===== config.mk =====
export PLATFORM = sky130hd
export DESIGN_NAME = brick_hit_ctrl
export DESIGN_NICKNAME = d
export VERILOG_FILES = /design/src/rtl/brick_hit_ctrl.sv
export SDC_FILE = /design/constraint.sdc
export NUM_CORES = 1
export LEC_CHECK = 0
export CORE_ASPECT_RATIO = 1.5
export CORE_UTILIZATION = 46
export CTS_CLUSTER_DIAMETER = 80
export DETAILED_ROUTE_END_ITERATION = 7
export PLACE_DENSITY = 0.75
export SYNTH_ARGS = -nofsm -noshare
export SYNTH_HDL_FRONTEND = slang
export SYNTH_SLANG_ARGS = --single-unit

===== constraint.sdc =====
create_clock -name clk -period 3.7 [get_ports clk]
set_input_delay 0.37 -clock clk [delete_from_list [all_inputs] [get_ports clk]]
set_output_delay 0.37 -clock clk [all_outputs]
set_load 0.01 [all_outputs]

===== src/rtl/brick_hit_ctrl.sv =====
`default_nettype none
// ============================================================================
//  Module      : brick_hit_ctrl
//  Description : Brick-state memory sequencer. Fills the brick grid at level
//                start and resolves ball collision queries against the
//                single-port brick RAM: on a hit it clears the brick, bumps
//                the score and reports the brick's top-left pixel.
//  Revision    : 1.0 - initial release
// ============================================================================
module brick_hit_ctrl #(
  parameter int GRIDX  = 16,
  parameter int GRIDY  = 8,
  parameter int BRICKX = 8,
  parameter int BRICKY = 4
) (
  input  logic        clk,
  input  logic        resetn,
  input  logic        init_start,
  input  logic        req_valid,
  output logic        req_ready,
  input  logic [9:0]  req_x,
  input  logic [9:0]  req_y,
  output logic [9:0]  mem_addr,
  output logic        mem_we,
  output logic        mem_wdata,
  input  logic        mem_rdata,
  output logic        hit_valid,
  output logic        hit,
  output logic [9:0]  hit_x,
  output logic [9:0]  hit_y,
  output logic [15:0] score,
  output logic [9:0]  bricks_left,
  output logic        all_clear
);

  localparam logic [9:0] GX         = 10'(GRIDX);
  localparam logic [9:0] GY         = 10'(GRIDY);
  localparam logic [9:0] BX         = 10'(BRICKX);
  localparam logic [9:0] BY         = 10'(BRICKY);
  localparam logic [9:0] NUM_BRICKS = 10'(GRIDX * GRIDY);
  localparam logic [9:0] LAST_ADDR  = NUM_BRICKS - 10'd1;

  typedef enum logic [2:0] {
    S_IDLE   = 3'd0,
    S_INIT   = 3'd1,
    S_LOOKUP = 3'd2,
    S_CHECK  = 3'd3,
    S_CLEAR  = 3'd4,
    S_DONE   = 3'd5
  } state_t;

  state_t      state_q;
  logic [9:0]  cnt_q;
  logic [9:0]  mem_addr_q;
  logic        mem_we_q;
  logic        mem_wdata_q;
  logic        hit_valid_q;
  logic        hit_q;
  logic [9:0]  hit_x_q;
  logic [9:0]  hit_y_q;
  logic [15:0] score_q;
  logic [9:0]  left_q;
  logic        all_clear_q;

  logic [9:0]  col_d;
  logic [9:0]  row_d;
  logic [9:0]  addr_d;
  logic [9:0]  hx_d;
  logic [9:0]  hy_d;
  logic        oob_d;
  logic [15:0] score_d;
  logic [9:0]  left_d;

  // Pixel-to-grid translation of the incoming query, plus saturating counters
  always_comb begin
    col_d   = req_x / BX;
    row_d   = req_y / BY;
    addr_d  = col_d + row_d * GX;
    hx_d    = col_d * BX;
    hy_d    = row_d * BY;
    oob_d   = (col_d >= GX) || (row_d >= GY);
    score_d = (score_q == 16'hFFFF) ? score_q : score_q + 16'd1;
    left_d  = (left_q == 10'd0) ? 10'd0 : left_q - 10'd1;
  end

  // Ready only in an idle cycle with no fill pending; held low during reset
  assign req_ready = resetn && (state_q == S_IDLE) && !init_start;

  // Main sequencer; every output is registered and set on entry to its state
  always_ff @(posedge clk or negedge resetn) begin
    if (!resetn) begin
      state_q     <= S_IDLE;
      cnt_q       <= 10'd0;
      mem_addr_q  <= 10'd0;
      mem_we_q    <= 1'b0;
      mem_wdata_q <= 1'b0;
      hit_valid_q <= 1'b0;
      hit_q       <= 1'b0;
      hit_x_q     <= 10'd0;
      hit_y_q     <= 10'd0;
      score_q     <= 16'd0;
      left_q      <= 10'd0;
      all_clear_q <= 1'b1;
    end else begin
      hit_valid_q <= 1'b0;
      case (state_q)
        S_IDLE: begin
          if (init_start) begin
            state_q     <= S_INIT;
            cnt_q       <= 10'd0;
            mem_addr_q  <= 10'd0;
            mem_we_q    <= 1'b1;
            mem_wdata_q <= 1'b1;
          end else if (req_valid) begin
            hit_x_q <= hx_d;
            hit_y_q <= hy_d;
            hit_q   <= 1'b0;
            if (oob_d) begin
              // Outside the brick field: answer immediately, no RAM access
              state_q     <= S_DONE;
              hit_valid_q <= 1'b1;
            end else begin
              state_q    <= S_LOOKUP;
              mem_addr_q <= addr_d;
              mem_we_q   <= 1'b0;
            end
          end
        end
        S_INIT: begin
          if (cnt_q == LAST_ADDR) begin
            state_q     <= S_IDLE;
            mem_we_q    <= 1'b0;
            mem_wdata_q <= 1'b0;
            left_q      <= NUM_BRICKS;
            all_clear_q <= (NUM_BRICKS == 10'd0);
          end else begin
            cnt_q      <= cnt_q + 10'd1;
            mem_addr_q <= cnt_q + 10'd1;
          end
        end
        S_LOOKUP: begin
          // Address is already on the bus; read data arrives next cycle
          state_q <= S_CHECK;
        end
        S_CHECK: begin
          if (mem_rdata) begin
            state_q     <= S_CLEAR;
            mem_we_q    <= 1'b1;
            mem_wdata_q <= 1'b0;
          end else begin
            state_q     <= S_DONE;
            hit_valid_q <= 1'b1;
          end
        end
        S_CLEAR: begin
          state_q     <= S_DONE;
          mem_we_q    <= 1'b0;
          score_q     <= score_d;
          left_q      <= left_d;
          all_clear_q <= (left_d == 10'd0);
          hit_q       <= 1'b1;
          hit_valid_q <= 1'b1;
        end
        S_DONE: begin
          state_q <= S_IDLE;
        end
        default: begin
          state_q  <= S_IDLE;
          mem_we_q <= 1'b0;
        end
      endcase
    end
  end

  assign mem_addr    = mem_addr_q;
  assign mem_we      = mem_we_q;
  assign mem_wdata   = mem_wdata_q;
  assign hit_valid   = hit_valid_q;
  assign hit         = hit_q;
  assign hit_x       = hit_x_q;
  assign hit_y       = hit_y_q;
  assign score       = score_q;
  assign bricks_left = left_q;
  assign all_clear   = all_clear_q;

endmodule
`default_nettype wire


==> impl_results.md, run 1 <==
* Share of cells above drive strength 1 at 10.5%
* CTS tree: built
* Post-Syn Instances at 378
* Std cell rows at 39
* CTS max path bufs at 2
* Routed Wire Length at 8620 microns
* Top_reg_cell synth: dfrtp_1
* Die width at approximately 75 microns
* Place WS at 951 ps
* Max-slew headroom at 42.2%
* Clk Latency, worst-skew pair at between 300 and 400 ps
* Initial core utilization at 47.9%
* Leak at between 2 and 2.5 nW
* RD Place Congestion at 0.877
* Hold Path Class: in -> async
* Hold Vio Cnt, Final at 0
* Tmin final at 2790 ps
* Main area contributors after synthesis: dfrtp_1 46%, mux2_2 5.2%, nor2_1 4.6%
* Post-CTS setup buffers at 0
* TritonCTS Sinks at 69
* Vias per inst at 5.65
* Final setup viols at 0
* Pwr dens at around 640 nW/um^2
* Cell Area, Synth at between 3000 and 4000 sq um
* First-pass GRT wire length at 14700 microns
* Vias in the first global route at 3132
* Nets at 482
* Initial antenna violation count at 0
* Reg2reg path depth at 5
* Placed Cells at around 540
* Clock transition at path regs at 50 ps
* Setup crit start kind: input port
* Largest net degree at the start of global routing at 70
* Hold buffers post-CTS at 0
* Post-CTS Resized at 0
* RSZ-0062 raised after global routing: false
* Layout Cells excl Fill at 557
* Layout overhead on the synthesized area at 30.1%
* Clk root buf: clkbuf_16
* IO Count at 87
* Setup TNS at 0 ps
* First-pass detailed-route iteration total at 6
* Routed Antenna Nets at 0
* Run status: finished, final reports clean
* Mapped Avg Cell Area at roughly 9.7 sq um
* Setup crit end kind: output port
* Port bufs at 76
* Worst-Margin Slew at 867 ps
* Fmax at 0.358 GHz
* Largest area contributor in the netlist: dfrtp_1
* Post-DP HPWL at ~6100 microns
* Tcrit/Tclk final at between 70 and 80%
* Class of the most critical setup path: in -> out
* Die Area at ~8300 sq um
* Drt wl/cell at 15.5 microns
* Yosys reg bits at between 60 and 70
* Core region area at 7660 sq um
* DR iter-0 viols at 314
* Seq/Total Area, Yosys at 47.1%
* Vias at 3146
* Synth warn at 0
* Total track usage at 23.1%
* TritonCTS Buffers at 9
* Fin worst setup slack at 910 ps
* Critical Path AT at 2420 ps
* Share of the synthesized area in the top cell type at 46.4%
* Worst VDD drop at 0.000429 V
* Async set-reset flop share out of synthesis at 100%
* Die H at around 110 microns
* H-tree levels at 3
* Total congestion overflow at 0
* Max Slew Vio Count at 0
* DR DRC count at 0
* CP required at 3330 ps
* Final Skew at roughly 6.5 ps
* Post-synthesis cell type count at 56
* Max-cap violations at 0
* Antenna Cells at 0
* Post-synth EDFFs at 0
* Crit Path Max Fanout at 13
==> state kept, by name, indices dropped and copies added, names as in the netlist, 3 cells and up <==
name	flops
state_q	3
mem_addr	10
hit_y	8
bricks_left	10
score	16
hit_x	7
cnt_q	10
==> report_power, final <==
group	leakage (nW)	switching (W)	internal, W
Sequential	0.905	0.000175	0.000963
Combinational	1.02	0.000477	0.000558
Clock	0.144	0.000298	0.000559
Total	2.07	0.000950	0.00208
==> Yosys cell counts, drive strengths merged, types with 5 or more instances <==
cell type / number
a21oi: 21
nor3: 10
xnor2: 12
inv: 10
xor2: 15
nand2b: 5
nand2: 32
nand3: 12
dfrtp: 68
mux2: 17
a31oi: 10
buf: 10
nor4: 5
clkbuf: 12
nor2: 46
o21ai: 29
ha: 6
==> metal layers <==
layer	up-vias	track usage [%]	wire length (microns)
li1	1480	-	-
met1	1539	29.0	3470
met2	111	36.8	4470
met3	16	5.88	493
met4	0	10.3	187
met5	-	0	0
==> cells by family (layout without fill, tap and decap cells) <==
family | Yosys count | after routing | synth area share [%]
muxes | 17 | 17 | 5.22
buffers and inverters | 32 | 105 | 4.20
xor gates and xnor gates | 27 | 27 | 6.65
adders and majority gates | 7 | 7 | 2.59
AOI/OAI and AO/OA | 86 | 86 | 15.0
and+or+nand+nor | 139 | 139 | 19.1
DFF | 69 | 69 | 47.1
other | 1 | 5 | 0.102
==> metrics by stage <==
| stage | hold WS, ps | util [%] | cell area, sq um | power, W |
|---|---|---|---|---|
| finish | 295 | 62.3 | 4770 | 0.00303 |
| global route | 388 | 62.3 | 4770 | 0.00321 |
| CTS | 332 | 62.3 | 4770 | 0.00305 |
| detailed placement | 477 | 58.4 | 4470 | 0.00218 |
| global placement | 464 | 58.4 | 4470 | 0.00214 |
| floorplan | 74.4 | - | 3680 | 0.00172 |
==> cell usage in the layout (no fill, tap or decap), drive strengths merged, types with 2 or more instances in the layout <==
master	count
clkdlybuf4s50	75
dfrtp	68
nor2	46
nand2	32
o21ai	29
a21oi	21
mux2	17
xor2	15
clkbuf	15
nand3	12
xnor2	12
inv	10
a31oi	10
nor3	10
ha	6
nand2b	5
conb	5
nor4	5
and2	4
nand4	4
and3	4
o22ai	4
or3	4
buf	4
or4	3
o41ai	3
a21o	3
o31ai	3
nand3b	2
or2	2
nand4b	2
o21a	2
a22o	2
==> final timing paths <==
kind                             from        endpoint  slack, ps
max reg2reg                state_q[0]       score[15]       1360
max                        init_start       req_ready        910
min in group clk            all_clear       all_clear        490
min reg2reg                 all_clear       all_clear        490
max in group asynchronous      resetn  bricks_left[6]       2840
min                            resetn        hit_x[4]        300
==> cell type report <==
cell class	instances	area [sq um]
inverter	10	37.5
tap	102	128
clock buffer	15	268
clock inverter	1	30.0
timing repair buffer	79	778
sequential	69	1730
fill	639	2890
multi-input combinational	281	1800
==> worst max-delay path, cell delays in order <==
cell and delay, ps:
clkdlybuf4s50_1 650, nor4_2 600, and2_1 250, clkdlybuf4s50_1 550
Power figures use the tool's default switching activity.
==> run 2, diff against run 1 <==
clock period = 2.6 ns   (was 3.7 ns; I/O delays follow)
==> run 2 against run 1 <==
Effect of this change: flip-flop and latch count is the same; clock skew grew 1.8 ps; wire length shrank 1.8%; clock power grew 41%; global-route usage shrank 0.39 points; count of clock-buffer cells in the layout shrank 3; first-iteration DRC count shrank 38%; die area is the same; sequential share of layout area shrank 0.37 points; register-to-register slack lost 960 ps; critical path type is now reg -> out; largest power group unchanged.
==> impl_results.md, run 2 (synthesis gave the netlist of run 1 again) <==
* Hold Vio Cnt, Final at 0 (unchanged)
* Port bufs at 76 (unchanged)
* Setup TNS at 0 ps (unchanged)
* H-tree levels at 3 (unchanged)
* Vias in the first global route at 3169 (was 3132)
* Most frequent cells in the layout: 75 x clkdlybuf4s50_1, 68 x dfrtp_1, 45 x nor2_1 (unchanged)
* Worst path buffer plus inverter count at 2 (unchanged)
* Post-DP HPWL at 6150 microns (was 6060 microns)
* Crit path cell chain: buf_4 -> nor4_2 -> and2_1 -> clkdlybuf4s50_1 (was clkdlybuf4s50_1 -> nor4_2 -> and2_1 -> clkdlybuf4s50_1)
* Run status: finished, final reports clean (unchanged)
* Drt wl/cell at 15.0 microns (was 15.5 microns)
* RD Place Congestion at 0.830 (was 0.877)
* Final instance area at 4820 sq um (was 4770 sq um)
* Antenna Cells at 0 (unchanged)
* Total congestion overflow at 0 (unchanged)
* Vias at 3106 (was 3146)
* Setup crit start kind: flop (was input port)
* Leak at 2.10 nW (was 2.07 nW)
* Nets at 489 (was 482)
* DR DRC count at 0 (unchanged)
* Layout overhead on the synthesized area at 31.4% (was 30.1%)
* Delay-heaviest family, CP: buffers and inverters (unchanged)
* Worst path max stage delay at 540 ps (was 650 ps)
* CP required at 2340 ps (was 3330 ps)
* Routed Antenna Nets at 0 (unchanged)
* Post-Place Cell Area at 4520 sq um (was 4470 sq um)
* Pwr dens at 899 nW/um^2 (was 635 nW/um^2)
* Crit Path Max Fanout at 13 (unchanged)
* Clk Latency, worst-skew pair at 330 ps (about the same)
* Std cell rows at 39 (unchanged)
* Initial core utilization at 47.9% (unchanged)
* Setup crit end kind: output port (unchanged)
* Tmin final at 2270 ps
* Total track usage at 22.7% (was 23.1%)
* Die Area at 8340 sq um (unchanged)
* Max-slew headroom at 44.0% (was 42.2%)
* Final Util at 62.9% (was 62.3%)
* Worst path depth at 4 (unchanged)
* First-pass GRT wire length at 14600 microns (was 14700 microns)
* Clock transition at path regs at 60 ps (was 50 ps)
* Post-CTS setup buffers at 0 (unchanged)
* Class of the most critical setup path: reg -> out (was in -> out)
* Core region area at 7660 sq um (unchanged)
* Placed Cells at 548 (was 541)
* Largest register FFs at 16 (unchanged)
* IO Count at 87 (unchanged)
* First-pass detailed-route iteration total at 4 (was 6)
* TritonCTS Sinks at 69 (unchanged)
* Post-CTS Resized at 0 (unchanged)
* Die width at 74.9 microns (unchanged)
* Final Skew at 8.25 ps (was 6.48 ps)
* Critical Path AT at 2010 ps (was 2420 ps)
* Die H at 111 microns (unchanged)
* Vias per inst at 5.51 (was 5.65)
* Share of cells above drive strength 1 at 12.3% (was 10.5%)
* Routed Wire Length at 8470 microns (was 8620 microns)
* CTS max path bufs at 2 (unchanged)
* Initial antenna violation count at 0 (unchanged)
* Max-cap violations at 0 (unchanged)
* Hold buffers post-CTS at 0 (unchanged)
* Commonest non-fill, non-tap cell in the layout: clkdlybuf4s50_1 (unchanged)
* Max Slew Vio Count at 0 (unchanged)
* RSZ-0062 raised after global routing: false (unchanged)
* Tcrit/Tclk final at a little under 90%
* Fmax at 0.440 GHz
* Worst VDD drop at 0.000648 V (was 0.000429 V)
* Hold Path Class: in -> async (unchanged)
* Reg2reg path depth at 6 (was 5)
* Final setup viols at 0 (unchanged)
* DR iter-0 viols at 194 (was 314)
* Largest net degree at the start of global routing at 70 (unchanged)
* CTS tree: built (unchanged)
* Layout filler cell count at 641 (was 639)
* Clk root buf: clkbuf_16 (unchanged)
* TritonCTS Buffers at 9 (unchanged)
* Worst-Margin Slew at 840 ps (was 867 ps)
* Max stage delay cell, worst path: clkdlybuf4s50_1 (unchanged)
* Layout Cells excl Fill at 564 (was 557)
## run 2: per-layer routing
metal	global-route usage [%]	wire (microns)	up-vias
met5	0	0	-
met4	10.6	214	0
met3	3.26	342	19
met2	38.3	4410	82
met1	27.9	3500	1509
li1	-	-	1496
## run 2: stage by stage
step	hold WS, ps	total power (W)	worst slack [ps]
6_report	149	0.00433	328
3_5_place_dp	470	0.00314	260
5_1_grt	259	0.00458	208
4_1_cts	196	0.00435	324
3_3_place_gp	463	0.00309	304
2_1_floorplan	-35.6	0.00245	680
## run 2: path summary, 6_finish.rpt
path	slack [ps]	start	to
worst max-delay path	330	state_q[0]	req_ready
worst min-delay path	150	resetn	mem_addr[5]
worst max register to register	400	cnt_q[0]	cnt_q[7]
worst min register to register	500	score[14]	score[14]
max in group asynchronous	1900	resetn	cnt_q[8]
min in group clk	500	score[14]	score[14]
## run 2: power by group
part	total [W]	switching (W)	internal [W]
registers	0.00160	0.000226	0.00137
logic	0.00153	0.000701	0.000826
clock network	0.00121	0.000443	0.000765
## run 2: area by class of cell
cell class | instances | area (sq um) | area share [%]
multi-input combinational | 281 | 1800 | 37.4
sequential | 69 | 1730 | 35.9
timing repair buffer | 86 | 831 | 17.2
clock buffer | 12 | 246 | 5.12
tap | 102 | 128 | 2.65
clock inverter | 4 | 47.5 | 0.987
inverter | 10 | 37.5 | 0.779
